`config.mk`:
```
export PLATFORM = sky130hd
export DESIGN_NAME = apb_requester
export DESIGN_NICKNAME = d
export VERILOG_FILES = /design/src/rtl/apb_requester.sv
export SDC_FILE = /design/constraint.sdc
export NUM_CORES = 1
export LEC_CHECK = 0
export CAP_MARGIN = 40
export CORE_ASPECT_RATIO = 0.6
export CORE_MARGIN = 3
export CORE_UTILIZATION = 41
export DETAILED_ROUTE_END_ITERATION = 12
export PLACE_DENSITY = 0.84
export SLEW_MARGIN = 20
export SYNTH_ARGS = -nofsm -noshare
export SYNTH_HDL_FRONTEND = slang
export SYNTH_SLANG_ARGS = --single-unit
```
`constraint.sdc`:
```
create_clock -name clk -period 6.1 [get_ports clk]
set_input_delay 1.22 -clock clk [delete_from_list [all_inputs] [get_ports clk]]
set_output_delay 1.22 -clock clk [all_outputs]
set_load 0.01 [all_outputs]
```
`src/rtl/apb_requester.sv`:
```
// apb_requester: bridges a valid/ready command port onto an APB bus, one transfer in flight,
// with address-decode and ready-timeout errors folded into the response.
module apb_requester #(
   parameter int AddrWidth   = 32,
   parameter int DataWidth   = 32,
   parameter int NumSub      = 4,
   parameter int SubAddrBits = 8,
   parameter int Timeout     = 16
) (
   input  logic                 clk,
   input  logic                 nReset,
   input  logic                 cmd_valid,
   output logic                 cmd_ready,
   input  logic                 cmd_write,
   input  logic [AddrWidth-1:0] cmd_addr,
   input  logic [DataWidth-1:0] cmd_wData,
   output logic                 rsp_valid,
   input  logic                 rsp_ready,
   output logic [DataWidth-1:0] rsp_rData,
   output logic                 rsp_err,
   output logic [NumSub-1:0]    sel,
   output logic                 enable,
   output logic                 write,
   output logic [AddrWidth-1:0] addr,
   output logic [DataWidth-1:0] wData,
   input  logic [DataWidth-1:0] rData,
   input  logic                 ready,
   input  logic                 subErr
);
   localparam int IdxW = (NumSub > 1) ? $clog2(NumSub) : 1;
   localparam int CntW = $clog2(Timeout + 1);

   typedef enum logic [1:0] {IDLE, SETUP, ACCESS, RESP} state_t;

   state_t          state, state_d;
   logic [CntW-1:0] count;
   logic [IdxW-1:0] idx;
   logic            hit, timed_out, unused_addr;

   assign idx         = cmd_addr[SubAddrBits +: IdxW];
   assign hit         = int'(idx) < NumSub;
   assign timed_out   = count == CntW'(Timeout - 1);
   assign cmd_ready   = state == IDLE;
   assign unused_addr = ^cmd_addr;

   always_comb begin
      state_d = state;
      case (state)
         IDLE:    state_d = cmd_valid ? (hit ? SETUP : RESP) : IDLE;
         SETUP:   state_d = ACCESS;
         ACCESS:  state_d = (ready || timed_out) ? RESP : ACCESS;
         default: state_d = rsp_ready ? IDLE : RESP;
      endcase
   end

   always_ff @(posedge clk or negedge nReset) begin
      if (!nReset) state <= IDLE;
      else         state <= state_d;
   end

   // Undecodable addresses skip the bus entirely and go straight to an error response.
   always_ff @(posedge clk or negedge nReset) begin
      if (!nReset) begin
         count     <= '0;
         sel       <= '0;
         enable    <= 1'b0;
         write     <= 1'b0;
         addr      <= '0;
         wData     <= '0;
         rsp_valid <= 1'b0;
         rsp_rData <= '0;
         rsp_err   <= 1'b0;
      end else begin
         case (state)
            IDLE: if (cmd_valid) begin
               write     <= cmd_write;
               addr      <= AddrWidth'(cmd_addr[SubAddrBits-1:0]);
               wData     <= cmd_wData;
               sel       <= hit ? NumSub'(1) << idx : '0;
               rsp_valid <= !hit;
               rsp_err   <= !hit;
               rsp_rData <= '0;
            end
            SETUP: enable <= 1'b1;
            ACCESS: if (ready || timed_out) begin
               sel       <= '0;
               enable    <= 1'b0;
               rsp_valid <= 1'b1;
               rsp_err   <= ready ? subErr : 1'b1;
               rsp_rData <= (ready && !write) ? rData : '0;
               count     <= '0;
            end else begin
               count <= count + 1'b1;
            end
            default: if (rsp_ready) begin
               rsp_valid <= 1'b0;
               rsp_err   <= 1'b0;
               rsp_rData <= '0;
               count     <= '0;
            end
         endcase
      end
   end
endmodule

```
==> results of run 1 <==
==> metrics by stage <==
stage	power [uW]	util, %	cells	hold slack, ps
after global placement	2120	63.4	515	475
after global routing	2850	67.3	533	516
after CTS	2720	67.3	533	506
after floorplan	1550	-	282	456
final	2680	67.3	533	499
after detailed placement	2200	63.9	517	491
==> state kept, by name (all words and copies together), names as in the netlist <==
signal	cells
state	2
sel	4
addr	8
count	5
enable	1
write	1
wData	32
rsp_rData	32
rsp_err	1
rsp_valid	1
==> cell usage after synthesis (2+ instances only) <==
master / count / area share [%]
o31ai_1: 3 / 0.62
mux2_2: 45 / 14
o21ai_0: 4 / 0.55
dfrtp_1: 87 / 60
o2bb2ai_1: 3 / 0.72
nor3b_1: 2 / 0.41
ha_1: 6 / 2.1
buf_2: 9 / 1.2
buf_4: 24 / 5.0
buf_6: 3 / 0.93
nor2_1: 5 / 0.52
mux2i_1: 2 / 0.55
a22o_1: 33 / 8.0
nor3_1: 3 / 0.41
nand2_1: 6 / 0.62
nand3_1: 2 / 0.28
inv_1: 5 / 0.52
==> kinds of logic after synthesis <==
family	count (synthesis)
flip-flops	87
AO/OA/AOI/OAI	48
multiplexers	47
buffers and inverters	43
AND/OR/NAND/NOR	27
adder cells (fa/ha/maj)	6
other	1
==> cell type report <==
cell class / count / share of cell area, %
Clock buffer: 12 / 4.45
Multi-Input combinational cell: 152 / 22.8
Timing Repair Buffer: 165 / 30.1
Sequential cell: 87 / 39.3
Tap cell: 108 / 2.44
Inverter: 5 / 0.339
Clock inverter: 4 / 0.565
==> critical path: stages (launching register included) <==
cell and delay (ps):
dfrtp_1 400, inv_1 90, ha_1 340, clkdlybuf4s50_1 610
==> path summary, 6_finish.rpt <==
path | cells past startpoint | endpoint
min reg2reg | 1 | count[4]
max | 3 | cmd_ready
min | 1 | count[4]
max reg2reg | 6 | rsp_rData[13]
max in group asynchronous | 2 | wData[9]
min in group asynchronous | 1 | rsp_rData[28]
==> power by group <==
part / internal, uW / total [uW] / switching [uW]
Clock: 288 / 500 / 212
Sequential: 820 / 954 / 134
Combinational: 707 / 1220 / 515
==> metal layers <==
layer	track usage (%)	part of all wire (%)	wire (um)	vias up
met5	0	0	0	-
met4	3.85	0.99	93	0
met3	10.3	13	1210	10
met2	30.2	46	4320	139
met1	23.6	40	3740	1299
li1	-	-	-	1205
==> key figures, run 1 <==
STA
  – Final Max Slew Viols: 0
  – Hold Vio Cnt, Final: 0
  – Fmax: 0.335 GHz
  – Final Cycle Share: 48.9%
  – Relative slew slack: 56.2%
  – Setup TNS: 0 ps
  – Final Setup Violations: 0
  – Slew @ Worst Pin: 653 ps
  – Final WS setup: 3120 ps
  – RSZ-0062 raised after global routing: no
  – Setup Skew: 4.36 ps
  – Min Clock Period, post-route: 2980 ps

Placed design
  – Placer Congestion: 0.773
  – Area post-placement: 5260 sq um
  – Placement Setup Slack: 2880 ps
  – Port Buffers: 161
  – Post-DP HPWL: 7180 um

Worst setup path
  – Worst Path Required: 4880 ps
  – Crit start category: flip-flop
  – WP data arrival: 1760 ps
  – Crit Path Class: reg2out
  – Crit path max fanout: 9
  – Crit path from: state[0]
  – Reg2reg start: state[0]
  – Worst R2R Setup Slack: 3640 ps
  – Crit. End Element: output pin

Finish
  – Highest-count cells in the layout ignoring fill and taps: 160 x clkdlybuf4s50_1, 87 x dfrtp_1, 45 x mux2_2
  – Multi-input logic area: 1260 sq um
  – Layout area overhead: 52.6%
  – Most common cell after layout, fill and taps aside: clkdlybuf4s50_1
  – Fill cells: 613
  – Final nets: 529
  – Ant diodes: 0
  – Layout cells sized above 1: 15.5%
  – FF/Latch Area: 2180 sq um
  – Final Cell Area: 5540 sq um

CTS
  – CTS tree: done
  – Num Clock Sinks: 87
  – Root Buffer: clkbuf_16
  – Clock Latency Late Sink: 330 ps
  – Setup bufs post-CTS: 0
  – CTS clk-pin slew, worst paths: 60 ps
  – CTS max path bufs: 2
  – Post-cts repair resize count: 0
  – Htree depth: 3
  – Num CTS Buffers: 9
  – Cts hold-fix bufs: 0

Route
  – Routed vias: 2653
  – Antenna viol nets, final: 0
  – Routed WL: 9370 um
  – Wire length per cell: 17.6 um
  – Vias per inst: 4.98
  – DR iter-0 viols: 93
  – DRC errors left: 0
  – Drt first pass iters: 4

Power and ir drop
  – Leakage: 0.00242 uW
  – VDD IR max: 0.307 mV
  – Pwr Density: 484 nW/um^2

Synthesis
  – Post-synthesis mux area share: 14.5%
  – Avg Synthesized Cell Area: 14.0 sq um
  – Seq cells post-synth: 87
  – Dominant combinational cell family by area after synthesis: multiplexers
  – Syn Inst Count: 259
  – Simple-Gate Fraction of Synth Area: 4.41%
  – Sequential fraction of the synthesis area: 60.0%
  – Synthesized cell area: 3630 sq um
  – Adder-cell share of the synthesized area: 2.07%
  – Synth async-reset ratio: 100%
  – Post-synthesis xor/xnor area fraction: 0%
  – YS warnings: 0
  – Cell variety after synth: 34
  – Top_reg_cell synth: dfrtp_1
  – Compound-gate portion of the synthesized area: 11.0%
  – Number of synthesized flops with an enable pin: 0

Global routing
  – Initial antenna violation count: 0
  – GRT Overall Usage: 19.2%
  – Pin count of the biggest net entering global routing: 53
  – First-pass GRT wire length: 15100 um
  – GRT Residual Overflow: 0
  – Vias in the first global route: 2870

Run
  – Max Cap Viol: 0

Min path
  – HP Start: count[4]
  – Hold/Removal Path Class: reg2reg

Floorplan
  – Die H: 78.9 um
  – Core footprint: 8230 sq um
  – Std-Cell Rows: 25
  – Die Width: 127 um
  – Ports: 208
  – Initial Utilization: 44.1%
  – Overall die area: 10100 sq um

Run status
  – Run status: finished, final reports clean
No activity file was read; power rests on OpenSTA's default activity.
==> inputs of run 2 (changes only) <==
--- a/config.mk
+++ b/config.mk
@@ -8,9 +8,9 @@
 export CAP_MARGIN = 40
 export CORE_ASPECT_RATIO = 0.6
 export CORE_MARGIN = 3
-export CORE_UTILIZATION = 41
+export CORE_UTILIZATION = 38
 export DETAILED_ROUTE_END_ITERATION = 12
-export PLACE_DENSITY = 0.84
+export PLACE_DENSITY = 0.78
 export SLEW_MARGIN = 20
 export SYNTH_ARGS = -nofsm -noshare
 export SYNTH_HDL_FRONTEND = slang
==> constraint.sdc (replaced) <==
create_clock -name clk -period 2.9 [get_ports clk]
set_input_delay 0.58 -clock clk [delete_from_list [all_inputs] [get_ports clk]]
set_output_delay 0.58 -clock clk [all_outputs]
set_load 0.01 [all_outputs]
==> run 2 against run 1 <==
Net effect: combinational power rose by 110%; sequential cell count unchanged; critical endpoint unchanged; global-route usage shrank 1.7 points; largest power group unchanged; count of clock-buffer cells in the layout down 2.
==> key figures, run 2 (synthesis gave the netlist of run 1 again) <==
Global routing
  – Initial antenna violation count: 0
  – GRT Residual Overflow: 0
  – Vias in the first global route: 2840
  – Pin count of the biggest net entering global routing: 47
  – GRT Overall Usage: 17.5%
  – First-pass GRT wire length: 14700 um

STA
  – Final Max Slew Viols: 0
  – Setup TNS: 0 ps
  – Final Setup Violations: 0
  – Relative slew slack: 59.7%
  – Final Cycle Share: 81.8%
  – Min Hold Slack: 254 ps
  – Setup Skew: 6.63 ps
  – Min Clock Period, post-route: 2370 ps
  – Final WS setup: 529 ps
  – RSZ-0062 raised after global routing: no
  – Slew @ Worst Pin: 605 ps
  – Fmax: 0.422 GHz
  – Hold Vio Cnt, Final: 0

CTS
  – Root Buffer: clkbuf_16
  – Cts hold-fix bufs: 0
  – Post-cts repair resize count: 0
  – Num CTS Buffers: 9
  – Htree depth: 3
  – Clock Latency Late Sink: 330 ps
  – CTS clk-pin slew, worst paths: 60 ps
  – CTS max path bufs: 2
  – Num Clock Sinks: 87
  – CTS tree: done
  – Setup bufs post-CTS: 0

Route
  – Routed vias: 2666
  – Antenna viol nets, final: 0
  – Routed WL: 9440 um
  – Drt first pass iters: 4
  – DRC errors left: 0
  – DR iter-0 viols: 78
  – Wire length per cell: 17.1 um
  – Vias per inst: 4.82

Placed design
  – Port Buffers: 161
  – Placement Setup Slack: 515 ps
  – Post-DP HPWL: 7120 um
  – Placer Congestion: 0.721

Finish
  – Most common cell after layout, fill and taps aside: clkdlybuf4s50_1
  – Layout area overhead: 55.1%
  – Layout cells sized above 1: 16.6%
  – Final nets: 531
  – Highest-count cells in the layout ignoring fill and taps: 160 x clkdlybuf4s50_1, 87 x dfrtp_1, 45 x mux2_2
  – Biggest regs: rsp_rData x32, wData x32, addr x8
  – Ant diodes: 0
  – Fill cells: 703

Power and ir drop
  – Sw frac: 31.5%
  – Power share of the clock group: 21.6%
  – VDD IR max: 0.664 mV
  – Comb pwr share: 44.2%
  – P_sw: 1840 uW
  – Pwr Density: 1040 nW/um^2
  – Int Pwr: 4010 uW
  – Flop pwr share: 34.2%
  – Leakage: 0.00247 uW

Worst setup path
  – Crit path max fanout: 9
  – Worst-path cell chain: inv_1, ha_1, clkdlybuf4s50_1
  – Crit Path Class: reg2out
  – Crit. End Element: output pin
  – CP max stage cell: clkdlybuf4s50_1
  – WP data arrival: 1790 ps
  – Worst Path Required: 2320 ps
  – CP max stage delay: 610 ps
  – Worst R2R Path Depth: 7
  – Crit start category: flip-flop

Min path
  – Hold/Removal Path Class: in2async

Run status
  – Run status: finished, final reports clean

Floorplan
  – Core footprint: 8880 sq um
  – Die Width: 132 um
  – Ports: 208
  – Initial Utilization: 40.9%
  – Die H: 81.7 um
  – Std-Cell Rows: 26
  – Overall die area: 10800 sq um

Run
  – Max Cap Viol: 0
## run 2: cell count changes in the layout (fill, tap and decap cells not counted)
cell and change:
bufinv_16 +2, nand2_1 -1, buf_12 +2, nand2_2 +1
clkinv_2 +1, clkinvlp_4 -3, inv_6 +2, buf_8 -1
clkbuf_1 -2, buf_4 +2, buf_16 -1
## run 2: area by class of cell
class                      instances  area, sq um  share of cell area, %
sequential                        87         2180                   38.7
timing repair buffer             167         1680                   29.8
multi-input combinational        152         1260                   22.5
clock buffer                      10          239                   4.25
tap                              126          158                   2.80
clock inverter                     6         91.3                   1.62
inverter                           5         18.8                  0.334
## run 2: stage by stage
step	instance area (sq um)	utilization (%)	power (uW)	cells
after floorplan	3710	-	3260	282
after global placement	5280	59.4	4540	536
after detailed placement	5300	59.6	4640	537
after CTS	5630	63.4	5940	553
after global routing	5630	63.4	6220	553
final	5630	63.4	5850	553
## run 2: critical path: cells and delay by family (launching register included)
family	cells	cell delay (ps)
fa+ha+maj	1	370
buf+inv	2	700
flops	1	400
## run 2: power groups by stage
| stage | clock network [uW] | logic, uW | registers, uW |
|---|---|---|---|
| floorplan | 0 | 1040 | 2220 |
| global placement | 0 | 2550 | 1990 |
| detailed placement | 0 | 2620 | 2020 |
| CTS | 1300 | 2630 | 2010 |
| global route | 1350 | 2790 | 2070 |
| finish | 1260 | 2590 | 2000 |
## run 2: worst paths after layout
| check | start | to | slack, ps |
|---|---|---|---|
| setup / recovery | state[0] | cmd_ready | 530 |
| hold / removal | nReset | rsp_rData[3] | 250 |
| hold reg to reg | wData[3] | wData[3] | 500 |
| min in group clk | wData[3] | wData[3] | 500 |
| setup reg to reg | count[0] | rsp_rData[4] | 620 |
| max in group asynchronous | nReset | wData[18] | 2010 |
## run 2: per-layer routing
layer  part of all wire [%]  vias up  wire [um]  track usage [%]
met5                      0        -          0                0
met4                   0.83        0         78             4.40
met3                     12        6       1130             9.42
met2                     45      133       4290             27.7
met1                     42     1314       3950             21.2
li1                       -     1213          -                -
==> inputs of run 3 (changes only) <==
==> constraint.sdc (replaced) <==
create_clock -name clk -period 2.2 [get_ports clk]
set_input_delay 0.44 -clock clk [delete_from_list [all_inputs] [get_ports clk]]
set_output_delay 0.44 -clock clk [all_outputs]
set_load 0.01 [all_outputs]
==> run 3 against run 2 <==
Net effect: first-iteration DRC count is 6.4% lower; clock skew is 2.2 ps lower; critical path type unchanged; worst hold slack worse by 140 ps; largest power group unchanged; utilization is 0.085 points lower; largest cell class unchanged; clock power is 6% higher.
==> key figures, run 3 (synthesis gave the netlist of run 1 again) <==
Global routing
  – First-pass GRT wire length: 14700 um
  – GRT Overall Usage: 17.4%
  – Pin count of the biggest net entering global routing: 45
  – Initial antenna violation count: 0
  – Vias in the first global route: 2830
  – GRT Residual Overflow: 0

STA
  – Min Clock Period, post-route: 2060 ps
  – Relative slew slack: 61.2%
  – RSZ-0062 raised after global routing: no
  – Final Cycle Share: 93.4%
  – Hold Vio Cnt, Final: 0
  – Setup TNS: 0 ps
  – Final Setup Violations: 0
  – Slew @ Worst Pin: 582 ps
  – Final WS setup: 145 ps
  – Setup Skew: 4.46 ps
  – Fmax: 0.487 GHz
  – Final Max Slew Viols: 0

Worst setup path
  – Crit. End Element: output pin
  – Crit Path Class: reg2out
  – CP max stage delay: 550 ps
  – Worst-path cell chain: inv_1, ha_4, clkdlybuf4s50_1
  – Top delay family on crit path: buffers and inverters
  – Crit path max fanout: 9
  – Crit start category: flip-flop
  – CP max stage cell: clkdlybuf4s50_1
  – WP data arrival: 1620 ps
  – Worst Path Required: 1760 ps
  – WP buf/inv: 2

CTS
  – Clock Latency Late Sink: 320 ps
  – CTS clk-pin slew, worst paths: 60 ps
  – Htree depth: 3
  – Num Clock Sinks: 87
  – Num CTS Buffers: 9
  – Cts hold-fix bufs: 0
  – Root Buffer: clkbuf_16
  – CTS tree: done
  – Setup bufs post-CTS: 0
  – CTS max path bufs: 2
  – Post-cts repair resize count: 1

Route
  – Antenna viol nets, final: 0
  – DRC errors left: 0
  – Vias per inst: 4.75
  – Routed vias: 2652
  – Drt first pass iters: 4
  – DR iter-0 viols: 73
  – Routed WL: 9290 um
  – Wire length per cell: 16.6 um

Power and ir drop
  – Power share of the clock group: 17.9%
  – Leakage: 0.00245 uW
  – Pwr Density: 1330 nW/um^2
  – VDD IR max: 0.693 mV
  – Sw frac: 32.1%
  – Int Pwr: 5090 uW
  – Total chip power: 7490 uW
  – Comb pwr share: 46.8%
  – P_sw: 2400 uW
  – Flop pwr share: 35.3%

Floorplan
  – Ports: 208
  – Die H: 81.7 um
  – Std-Cell Rows: 26
  – Initial Utilization: 40.9%
  – Die Width: 132 um
  – Overall die area: 10800 sq um
  – Core footprint: 8880 sq um

Run status
  – Run status: finished, final reports clean

Finish
  – Layout area overhead: 54.9%
  – Highest-count cells in the layout ignoring fill and taps: 160 x clkdlybuf4s50_1, 87 x dfrtp_1, 45 x mux2_2
  – Final Cell Area: 5620 sq um
  – Most common cell after layout, fill and taps aside: clkdlybuf4s50_1
  – Final nets: 536
  – Layout cells sized above 1: 16.9%
  – Fill cells: 675
  – Ant diodes: 0
  – Biggest regs: rsp_rData x32, wData x32, addr x8

Run
  – Max Cap Viol: 0

Placed design
  – Post-DP HPWL: 6950 um
  – Area post-placement: 5350 sq um
  – Placement Setup Slack: 129 ps
  – Placer Congestion: 0.798
  – Port Buffers: 161

Min path
  – Hold/Removal Path Class: in2async
run 3: changes by cell type in the layout (fill, tap and decap cells not counted), sizes merged:
cell	previous run	this run
clkinv	2	1
inv	7	5
clkbuf	10	13
clkinvlp	0	2
buf	7	12
bufinv	2	0
run 3: path summary, 6_finish.rpt:
check                               from             to  slack [ps]  cells after the start
max                             state[0]      cmd_ready         140                      3
min                               nReset   rsp_rData[3]         120                      1
max reg2reg                     count[0]  rsp_rData[18]         150                      7
min reg2reg                rsp_rData[23]  rsp_rData[23]         500                      1
max in group asynchronous         nReset      wData[10]        1480                      2
min in group clk           rsp_rData[23]  rsp_rData[23]         500                      1
run 3: metrics by stage:
step / instances / util, % / hold WS (ps)
global placement: 542 / 60.2 / 477
detailed placement: 542 / 60.2 / 489
floorplan: 282 / - / 144
finish: 558 / 63.3 / 115
global route: 558 / 63.3 / 154
CTS: 558 / 63.2 / 132
run 3: power groups by stage:
stage,Clock (uW),Sequential (uW),Combinational (uW)
6_report,1340,2640,3510
5_1_grt,1460,2740,3780
4_1_cts,1390,2650,3540
3_5_place_dp,0,2660,3520
3_3_place_gp,0,2620,3430
2_1_floorplan,0,2930,1370
run 3: layout make-up:
type                            count  area [sq um]  area share (%)
Sequential cell                    87          2180            38.7
Timing Repair Buffer              172          1730            30.8
Multi-Input combinational cell    152          1280            22.7
Clock buffer                       13           240            4.28
Tap cell                          126           158            2.81
Clock inverter                      3          20.0           0.356
Inverter                            5          18.8           0.334
run 3: routing by layer:
metal | vias to the layer above | part of all wire (%) | global-route usage (%)
met5 | - | 0 | 0
met1 | 1293 | 41 | 21.1
li1 | 1224 | - | -
met4 | 0 | 0.50 | 3.67
met2 | 131 | 45 | 26.9
met3 | 4 | 13 | 10.4
